===== src/rtl/audio_nios_pio_key.sv =====
// Avalon-MM parallel input port with synchronizers and edge capture.
// A masked edgecapture drives a level interrupt.
module audio_nios_pio_key #(
    parameter int WIDTH     = 4,
    parameter int EDGE_TYPE = 1
) (
    input  logic             clk,
    input  logic             reset_n,
    input  logic [1:0]       address,
    input  logic             chipselect,
    input  logic             write_n,
    input  logic [31:0]      writedata,
    input  logic [WIDTH-1:0] in_port,
    output logic [31:0]      readdata,
    output logic             irq
);

    logic [WIDTH-1:0] sync1;
    logic [WIDTH-1:0] sync2;
    logic [WIDTH-1:0] prev;
    logic [WIDTH-1:0] edgecapture;
    logic [WIDTH-1:0] interruptmask;
    logic [WIDTH-1:0] edge_raw;
    logic [WIDTH-1:0] edge_det;
    logic [WIDTH-1:0] cap_next;
    logic [1:0]       arm_cnt;
    logic [31:0]      rd_next;
    logic             wr_en;
    logic             armed;
    logic             unused_wdata;

    assign unused_wdata = ^writedata;
    assign wr_en = chipselect & ~write_n;
    assign armed = (arm_cnt == 2'd3);

    always_comb begin
        edge_raw = '0;
        case (EDGE_TYPE)
            0:       edge_raw = sync2 & ~prev;
            1:       edge_raw = ~sync2 & prev;
            default: edge_raw = sync2 ^ prev;
        endcase
        edge_det = armed ? edge_raw : '0;
    end

    // Set wins over a same-cycle write-1-to-clear.
    always_comb begin
        cap_next = edgecapture;
        if (wr_en && address == 2'd3) begin
            cap_next = edgecapture & ~writedata[WIDTH-1:0];
        end
        cap_next = cap_next | edge_det;
    end

    always_comb begin
        rd_next = '0;
        case (address)
            2'd0:    rd_next[WIDTH-1:0] = sync2;
            2'd2:    rd_next[WIDTH-1:0] = interruptmask;
            2'd3:    rd_next[WIDTH-1:0] = edgecapture;
            default: rd_next = '0;
        endcase
    end

    always_ff @(posedge clk) begin
        if (!reset_n) begin
            sync1         <= '0;
            sync2         <= '0;
            prev          <= '0;
            edgecapture   <= '0;
            interruptmask <= '0;
            readdata      <= '0;
            arm_cnt       <= '0;
        end else begin
            sync1       <= in_port;
            sync2       <= sync1;
            prev        <= sync2;
            edgecapture <= cap_next;
            readdata    <= rd_next;
            if (!armed) begin
                arm_cnt <= arm_cnt + 2'd1;
            end
            if (wr_en && address == 2'd2) begin
                interruptmask <= writedata[WIDTH-1:0];
            end
        end
    end

    assign irq = |(edgecapture & interruptmask);

endmodule


===== config.mk =====
export PLATFORM = sky130hd
export DESIGN_NAME = audio_nios_pio_key
export DESIGN_NICKNAME = d
export VERILOG_FILES = /design/src/rtl/audio_nios_pio_key.sv
export SDC_FILE = /design/constraint.sdc
export NUM_CORES = 1
export LEC_CHECK = 0
export ABC_AREA = 1
export CORE_UTILIZATION = 32
export DETAILED_ROUTE_END_ITERATION = 8
export PLACE_DENSITY = 0.76
export SETUP_SLACK_MARGIN = 0.4
export SLEW_MARGIN = 0
export SYNTH_ARGS = -nofsm -noshare
export SYNTH_HDL_FRONTEND = slang
export SYNTH_SLANG_ARGS = --single-unit
export TNS_END_PERCENT = 5

===== constraint.sdc =====
create_clock -name clk -period 1 [get_ports clk]
set_clock_uncertainty 0.1 [all_clocks]
set_input_delay 0.3 -clock clk [delete_from_list [all_inputs] [get_ports clk]]
set_output_delay 0.3 -clock clk [all_outputs]
set_load 0.03 [all_outputs]

### Word-level counts from Yosys, hierarchy flattened

Cells that the tools add are included.

* register bits after elaboration: 54
* bits of input ports: 42
* output and inout port bits: 33
* logic and storage cells: 27

* add/sub/neg operators: 1
* eq/ne operators: 3
* multiplexer cells: 3
* bitwise logic cells: 8
* reduce and logical (&&, ||, !) cells: 4

Operators by type and width (number)
* $and 4x4->4: 3
* $pmux 4 s3: 1
* $mux 4: 2
* $not 4->4: 2
* $eq 2x2->1 const B: 3
* $or 4x4->4: 1
* $reduce_or 4->1: 1
* $add 2x1->2 const B: 1
* $logic_and 1x1->1: 2
* $logic_not 2->1: 1
* $and 1x1->1: 1
* $not 1->1: 1

### Logic depth before layout (Yosys ltp)

Gate-level depths: netlist (run 1).

* depth after elaboration: 5
* depth in mapped cells: 7
* mapped depth without buffers: 7

### Least setup slack after synthesis (run 1)

No wires, ideal clock.

* path type: reg2out
* start point: register edgecapture[0]
* end point: output port irq
* data arrival time: 0.668 ns
* required time: 0.600 ns
* setup slack: -0.068 ns
* cell stages (with the launch flop): 3
* path buffers: 0
* path through: dfxtp_1 > nand2_1 > nand4_1

* word-level cells in the longest chain between the ends: 2

RTL lines
* from (decl): line 21 `logic [WIDTH-1:0] edgecapture;`
* from (signal assigned): line 78 `edgecapture <= cap_next;`
* $and 4x4->4: line 89 `assign irq = |(edgecapture & interruptmask);`
* $reduce_or 4->1: line 89
* to (decl): line 15 `output logic irq`

No other way between the ends.

### Worst setup path in the final report (run 1)

* start point: register edgecapture[3]
* end point: output port irq

The elaborated chain is that of the path after synthesis.

==> impl_metrics.json, run 1 <==
{
  "status": "finished with violations",
  "failed_checks": "negative setup slack",
  "grt_pass1_vias": 826,
  "ff2ff_path_depth": 5,
  "grt_max_degree": 16,
  "setup_ws_ns": -0.325,
  "multiInputGateArea_um2": 484,
  "drt_wl_total_um": 1970,
  "nets": 235,
  "gp_congestion": 0.898,
  "syn_to_final_growth_pct": 26.1,
  "min_path_type": "register to register",
  "overflow": 0,
  "grtUsageTotal_pct": 10.9,
  "ios": 75,
  "worstHoldPathCells": 2,
  "insertion_delay_ns": 0.27,
  "crit_path_end_kind": "primary output",
  "crit_required_ns": 0.60,
  "p_comb_share_pct": 18.7,
  "r2r_slack_ns": -0.02,
  "cpPeakStageDelay_ns": 0.33,
  "seq_area_um2": 533,
  "design.die.area_um2": 3950,
  "syn_inst": 160,
  "hold_viol_final": 0,
  "cp.arrival_ns": 0.93,
  "ys_warn_count": 0,
  "cp_slowest_cell": "dfxtp_2",
  "core-area_um2": 3440,
  "rr_startpoint": "arm_cnt[0]",
  "cts.sink_count": 26,
  "clockBufferDepth": 2,
  "critical_path.max_fanout": 2,
  "chipWidth_um": 62.9,
  "postCtsHoldBufs": 0,
  "maxCapViolCount": 0,
  "htree_levels": 1,
  "leakagePower_nw": 0.814,
  "n_antenna_cell": 0,
  "routedWlPerCell_um": 8.31,
  "syn_avg_cell_area_um2": 7.41,
  "post_drt_via_cell_ratio": 3.75,
  "ys_ff_latch": 26,
  "irDropWorstVdd_mv": 0.896,
  "powerDensity_nw_per_um2": 1480,
  "n_fill_cell": 351,
  "synth_area_um2": 1190,
  "slew_violations": 0,
  "placed_cell_area_um2": 1380,
  "portBuffers": 18,
  "dp_hpwl_um": 1460,
  "crit_chain": "nand2_1 > nand4_1 > buf_6",
  "drc": 0,
  "ys_types": 18,
  "first_pass_iters": 4,
  "p_int_mw": 1.59,
  "die_h_um": 62.9,
  "design_area_um2": 1500,
  "final_common_cell": "nand2_1",
  "start_util_pct": 34.5,
  "crit_type": "register to primary output",
  "vias": 889,
  "setup_viol": 13,
  "worst_setup_path_start_kind": "register",
  "dr.first_iter.drc_count": 16,
  "fin_util_pct": 43.4,
  "cts_tree": "built",
  "p_switching_mw": 0.614,
  "cts_inserted_buffers": 3,
  "crit_buf_inv": 1,
  "r2r-end": "edgecapture[2]",
  "p_seq_share_pct": 51.2,
  "hp-start": "sync1[2]",
  "postRouteAntennaNets": 0,
  "clk_pin_slew_ns": 0.09,
  "holdPathEnd": "sync2[2]",
  "clockRootBuffer": "clkbuf_8",
  "fmax_mhz": 754,
  "grt_pass1_wl_um": 3310,
  "p_sw_share_pct": 27.9,
  "ys_seq_area_share_pct": 43.9,
  "final_cell_mix": "41 x nand2_1, 28 x conb_1, 18 x inv_1",
  "period_share_pct": 133,
  "min_period_ns": 1.33,
  "antenna_found_initial": 0,
  "rsz0062_at_grt": "true",
  "clkPwrFrac_pct": 30.1,
  "cp_top_family": "flip-flops",
  "drive_gt1_share_pct": 22.5,
  "num_rows": 21
}
## power groups by stage
stage	sequential (mW)	clock (mW)	combinational, mW
floorplan	1.14	0	0.343
global placement	1.14	0	0.370
detailed placement	1.14	0	0.381
CTS	1.13	0.691	0.406
global route	1.14	0.739	0.461
finish	1.13	0.663	0.413
## timing repair
item	in CTS	in global routing
pin swaps	7	6
buffers inserted	1	0
endpoints found under the setup margin	31	31
gates resized for setup	22	8
## worst min-delay path: cells and delay by family (launching register included)
kind | cells | cell delay (ns)
buf+inv | 1 | 0.03
flops | 1 | 0.30
simple gates | 1 | 0.04
## registers in the layout (all words and copies together) (netlist names)
register and count:
edgecapture 4, interruptmask 4, prev 4, readdata 4, sync1 4, sync2 4, arm_cnt 2
## cell families after synthesis
group                      after synthesis  synth area share (%)
other                                    1                 0.316
DFF                                     26                  43.9
and+or+nand+nor                         69                  24.2
xor gates and xnor gates                 1                 0.739
adders and majority gates                1                  1.05
AOI/OAI and AO/OA                        9                  3.80
buffers and inverters                   53                  26.1
## cell usage after synthesis
master / n / area (um2)
inv_4: 1 / 6.26
nor2_4: 1 / 11.3
a21oi_1: 4 / 20.0
buf_2: 2 / 10.0
inv_2: 2 / 7.51
xor2_1: 1 / 8.76
nor2_1: 16 / 60.1
o21ai_1: 4 / 20.0
buf_4: 28 / 210
nand2_4: 1 / 11.3
ha_1: 1 / 12.5
o21ai_0: 1 / 5.00
nand2_1: 42 / 158
inv_1: 20 / 75.1
nand4_1: 1 / 6.26
conb_1: 1 / 3.75
nand3_1: 8 / 40.0
dfxtp_1: 26 / 521
## final cells by class
| type | count | area share (%) |
|---|---|---|
| Clock buffer | 4 | 3.68 |
| Inverter | 23 | 5.94 |
| Multi-Input combinational cell | 108 | 32.4 |
| Sequential cell | 26 | 35.6 |
| Tap cell | 46 | 3.85 |
| Timing Repair Buffer | 30 | 18.5 |
## layer usage
metal	vias to the layer above	part of all wire, %	global-route usage (%)
met3	7	6.1	4.38
met2	28	51	19.8
met4	0	1.9	4.65
li1	480	-	-
met5	-	0	0
met1	374	41	10.9
## through the flow
step,instances,worst slack [ns],hold slack [ns],total power [mW],TNS [ns]
3_5_place_dp,232,-0.455,0.297,1.52,-9.68
4_1_cts,237,-0.324,0.315,2.23,-2.57
6_report,237,-0.325,0.312,2.21,-2.05
3_3_place_gp,232,-0.436,0.290,1.51,-9.24
5_1_grt,237,-0.385,0.344,2.34,-2.76
2_1_floorplan,187,-0.0678,0.286,1.48,-0.0779
## worst max-delay path by stage
stage,start,depth (start not counted),end
after floorplan,edgecapture[0],2,irq
after global placement,chipselect,6,interruptmask[0]
after detailed placement,address[1],6,interruptmask[0]
after CTS,edgecapture[3],3,irq
after global routing,interruptmask[3],3,irq
final,edgecapture[3],3,irq
(Power assumes the default switching activity.)
==> inputs of run 2 (changes only) <==
CTS_CLUSTER_DIAMETER = 80   (was default)
MAX_ROUTING_LAYER = met4   (was default)
==> run 2 against run 1 <==
Net effect: the flow still finishes with violations (negative setup slack); setup slack about the same; fmax barely moved; non-clock buffer count did not move; largest power group unchanged; combinational power barely moved; total power unchanged; clock power barely moved.
==> impl_metrics.json, run 2 (same netlist as run 1, synthesis figures left out) <==
{
  "n_antenna_cell": 0,
  "ff2ff_path_depth": 5,
  "postCtsHoldBufs": 0,
  "cts.sink_count": 26,
  "p_seq_share_pct": 51.2,
  "fmax_mhz": 754,
  "holdWs_ns": 0.312,
  "design.die.area_um2": 3950,
  "worstHoldPathCells": 2,
  "clockBufferDepth": 2,
  "final_cell_mix": "41 x nand2_1, 28 x conb_1, 18 x inv_1",
  "syn_to_final_growth_pct": 26.1,
  "portBuffers": 18,
  "crit_type": "register to primary output",
  "start_util_pct": 34.5,
  "r2r-end": "edgecapture[2]",
  "placed_cell_area_um2": 1380,
  "chipWidth_um": 62.9,
  "min_period_ns": 1.33,
  "first_pass_iters": 4,
  "holdPathEnd": "sync2[2]",
  "ios": 75,
  "crit_required_ns": 0.60,
  "dr.first_iter.drc_count": 16,
  "clk_pin_slew_ns": 0.09,
  "rsz0062_at_grt": "true",
  "hold_viol_final": 0,
  "cts_tree": "built",
  "num_rows": 21,
  "grt_pass1_vias": 826,
  "nets": 235,
  "rr_startpoint": "arm_cnt[0]",
  "routedWlPerCell_um": 8.31,
  "worst_setup_path_start_kind": "register",
  "slew_violations": 0,
  "multiInputGateArea_um2": 484,
  "grtUsageTotal_pct": 11.2,
  "powerDensity_nw_per_um2": 1480,
  "status": "finished with violations",
  "cp.arrival_ns": 0.93,
  "maxCapViolCount": 0,
  "post_drt_via_cell_ratio": 3.75,
  "clockRootBuffer": "clkbuf_8",
  "htree_levels": 1,
  "dp_hpwl_um": 1460,
  "setup_tns_ns": -2.05,
  "drt_wl_total_um": 1970,
  "p_switching_mw": 0.614,
  "clkPwrFrac_pct": 30.1,
  "grt_pass1_wl_um": 3310,
  "core-area_um2": 3440,
  "drive_gt1_share_pct": 22.5,
  "min_path_type": "register to register",
  "p_int_mw": 1.59,
  "irDropWorstVdd_mv": 0.896,
  "overflow": 0,
  "period_share_pct": 133,
  "hp-start": "sync1[2]",
  "fin_cells": 237,
  "design_area_um2": 1500,
  "r2r_slack_ns": -0.02,
  "die_h_um": 62.9,
  "leakagePower_nw": 0.814,
  "setup_ws_ns": -0.325,
  "grt_max_degree": 16,
  "seq_area_um2": 533,
  "p_sw_share_pct": 27.9,
  "gp_congestion": 0.913,
  "p_comb_share_pct": 18.7,
  "postRouteAntennaNets": 0,
  "setup_viol": 13,
  "antenna_found_initial": 0,
  "insertion_delay_ns": 0.27,
  "crit_path_end_kind": "primary output",
  "n_fill_cell": 351,
  "vias": 889,
  "cts_inserted_buffers": 3,
  "dpl.cell_count": 232,
  "drc": 0,
  "failed_checks": "negative setup slack",
  "critical_path.max_fanout": 2,
  "final_common_cell": "nand2_1"
}
[run 2: cell counts in the layout (fill, tap and decap cells not counted)]
No cell type changed its count.
[run 2: worst max-delay path, cell delays in order, from the launching register on]
cell	delay, ns
dfxtp_2	0.33
nand2_1	0.05
nand4_1	0.11
buf_6	0.16
[run 2: power groups by stage]
stage	Clock (mW)	Combinational [mW]	Sequential, mW
5_1_grt	0.739	0.461	1.14
3_3_place_gp	0	0.370	1.14
4_1_cts	0.691	0.406	1.13
6_report	0.663	0.413	1.13
3_5_place_dp	0	0.381	1.14
2_1_floorplan	0	0.343	1.14
[run 2: worst max path at each step]
stage / cells after the start / slack (ns) / end / start
after floorplan: 2 / -0.07 / irq / edgecapture[0]
after global placement: 6 / -0.44 / interruptmask[0] / chipselect
after detailed placement: 6 / -0.46 / interruptmask[0] / address[1]
after CTS: 3 / -0.32 / irq / edgecapture[3]
after global routing: 3 / -0.39 / irq / interruptmask[3]
final: 3 / -0.33 / irq / edgecapture[3]
[run 2: cell type report]
type,instances,area share [%]
Inverter,23,5.94
Tap cell,46,3.85
Clock buffer,4,3.68
Timing Repair Buffer,30,18.5
Multi-Input combinational cell,108,32.4
Sequential cell,26,35.6
[run 2: timing repair]
item / 4_1_cts / 5_1_grt
pin swaps: 7 / 6
gates resized for setup: 22 / 8
gates cloned: 0 / 0
setup endpoints to repair: 31 / 31
buffers inserted: 1 / 0
hold endpoints to repair: 0 / 0
[run 2: per-layer routing]
| metal | GRT usage, % | wire length, um |
|---|---|---|
| met1 | 10.9 | 801 |
| met2 | 19.8 | 1010 |
| met3 | 4.38 | 120 |
| met4 | 4.65 | 38 |
| met5 | - | 0 |
[run 2: through the flow]
step	util, %	power (mW)	setup WS (ns)
floorplan	-	1.48	-0.0678
CTS	43.1	2.23	-0.324
global placement	39.9	1.51	-0.436
global route	43.4	2.34	-0.385
finish	43.4	2.21	-0.325
detailed placement	39.9	1.52	-0.455
==> inputs of run 3 (changes only) <==
HOLD_SLACK_MARGIN = 0.02   (was default)
==> results of run 3 <==
Same layout as run 2: the final DEF is identical, and so are final timing and power.
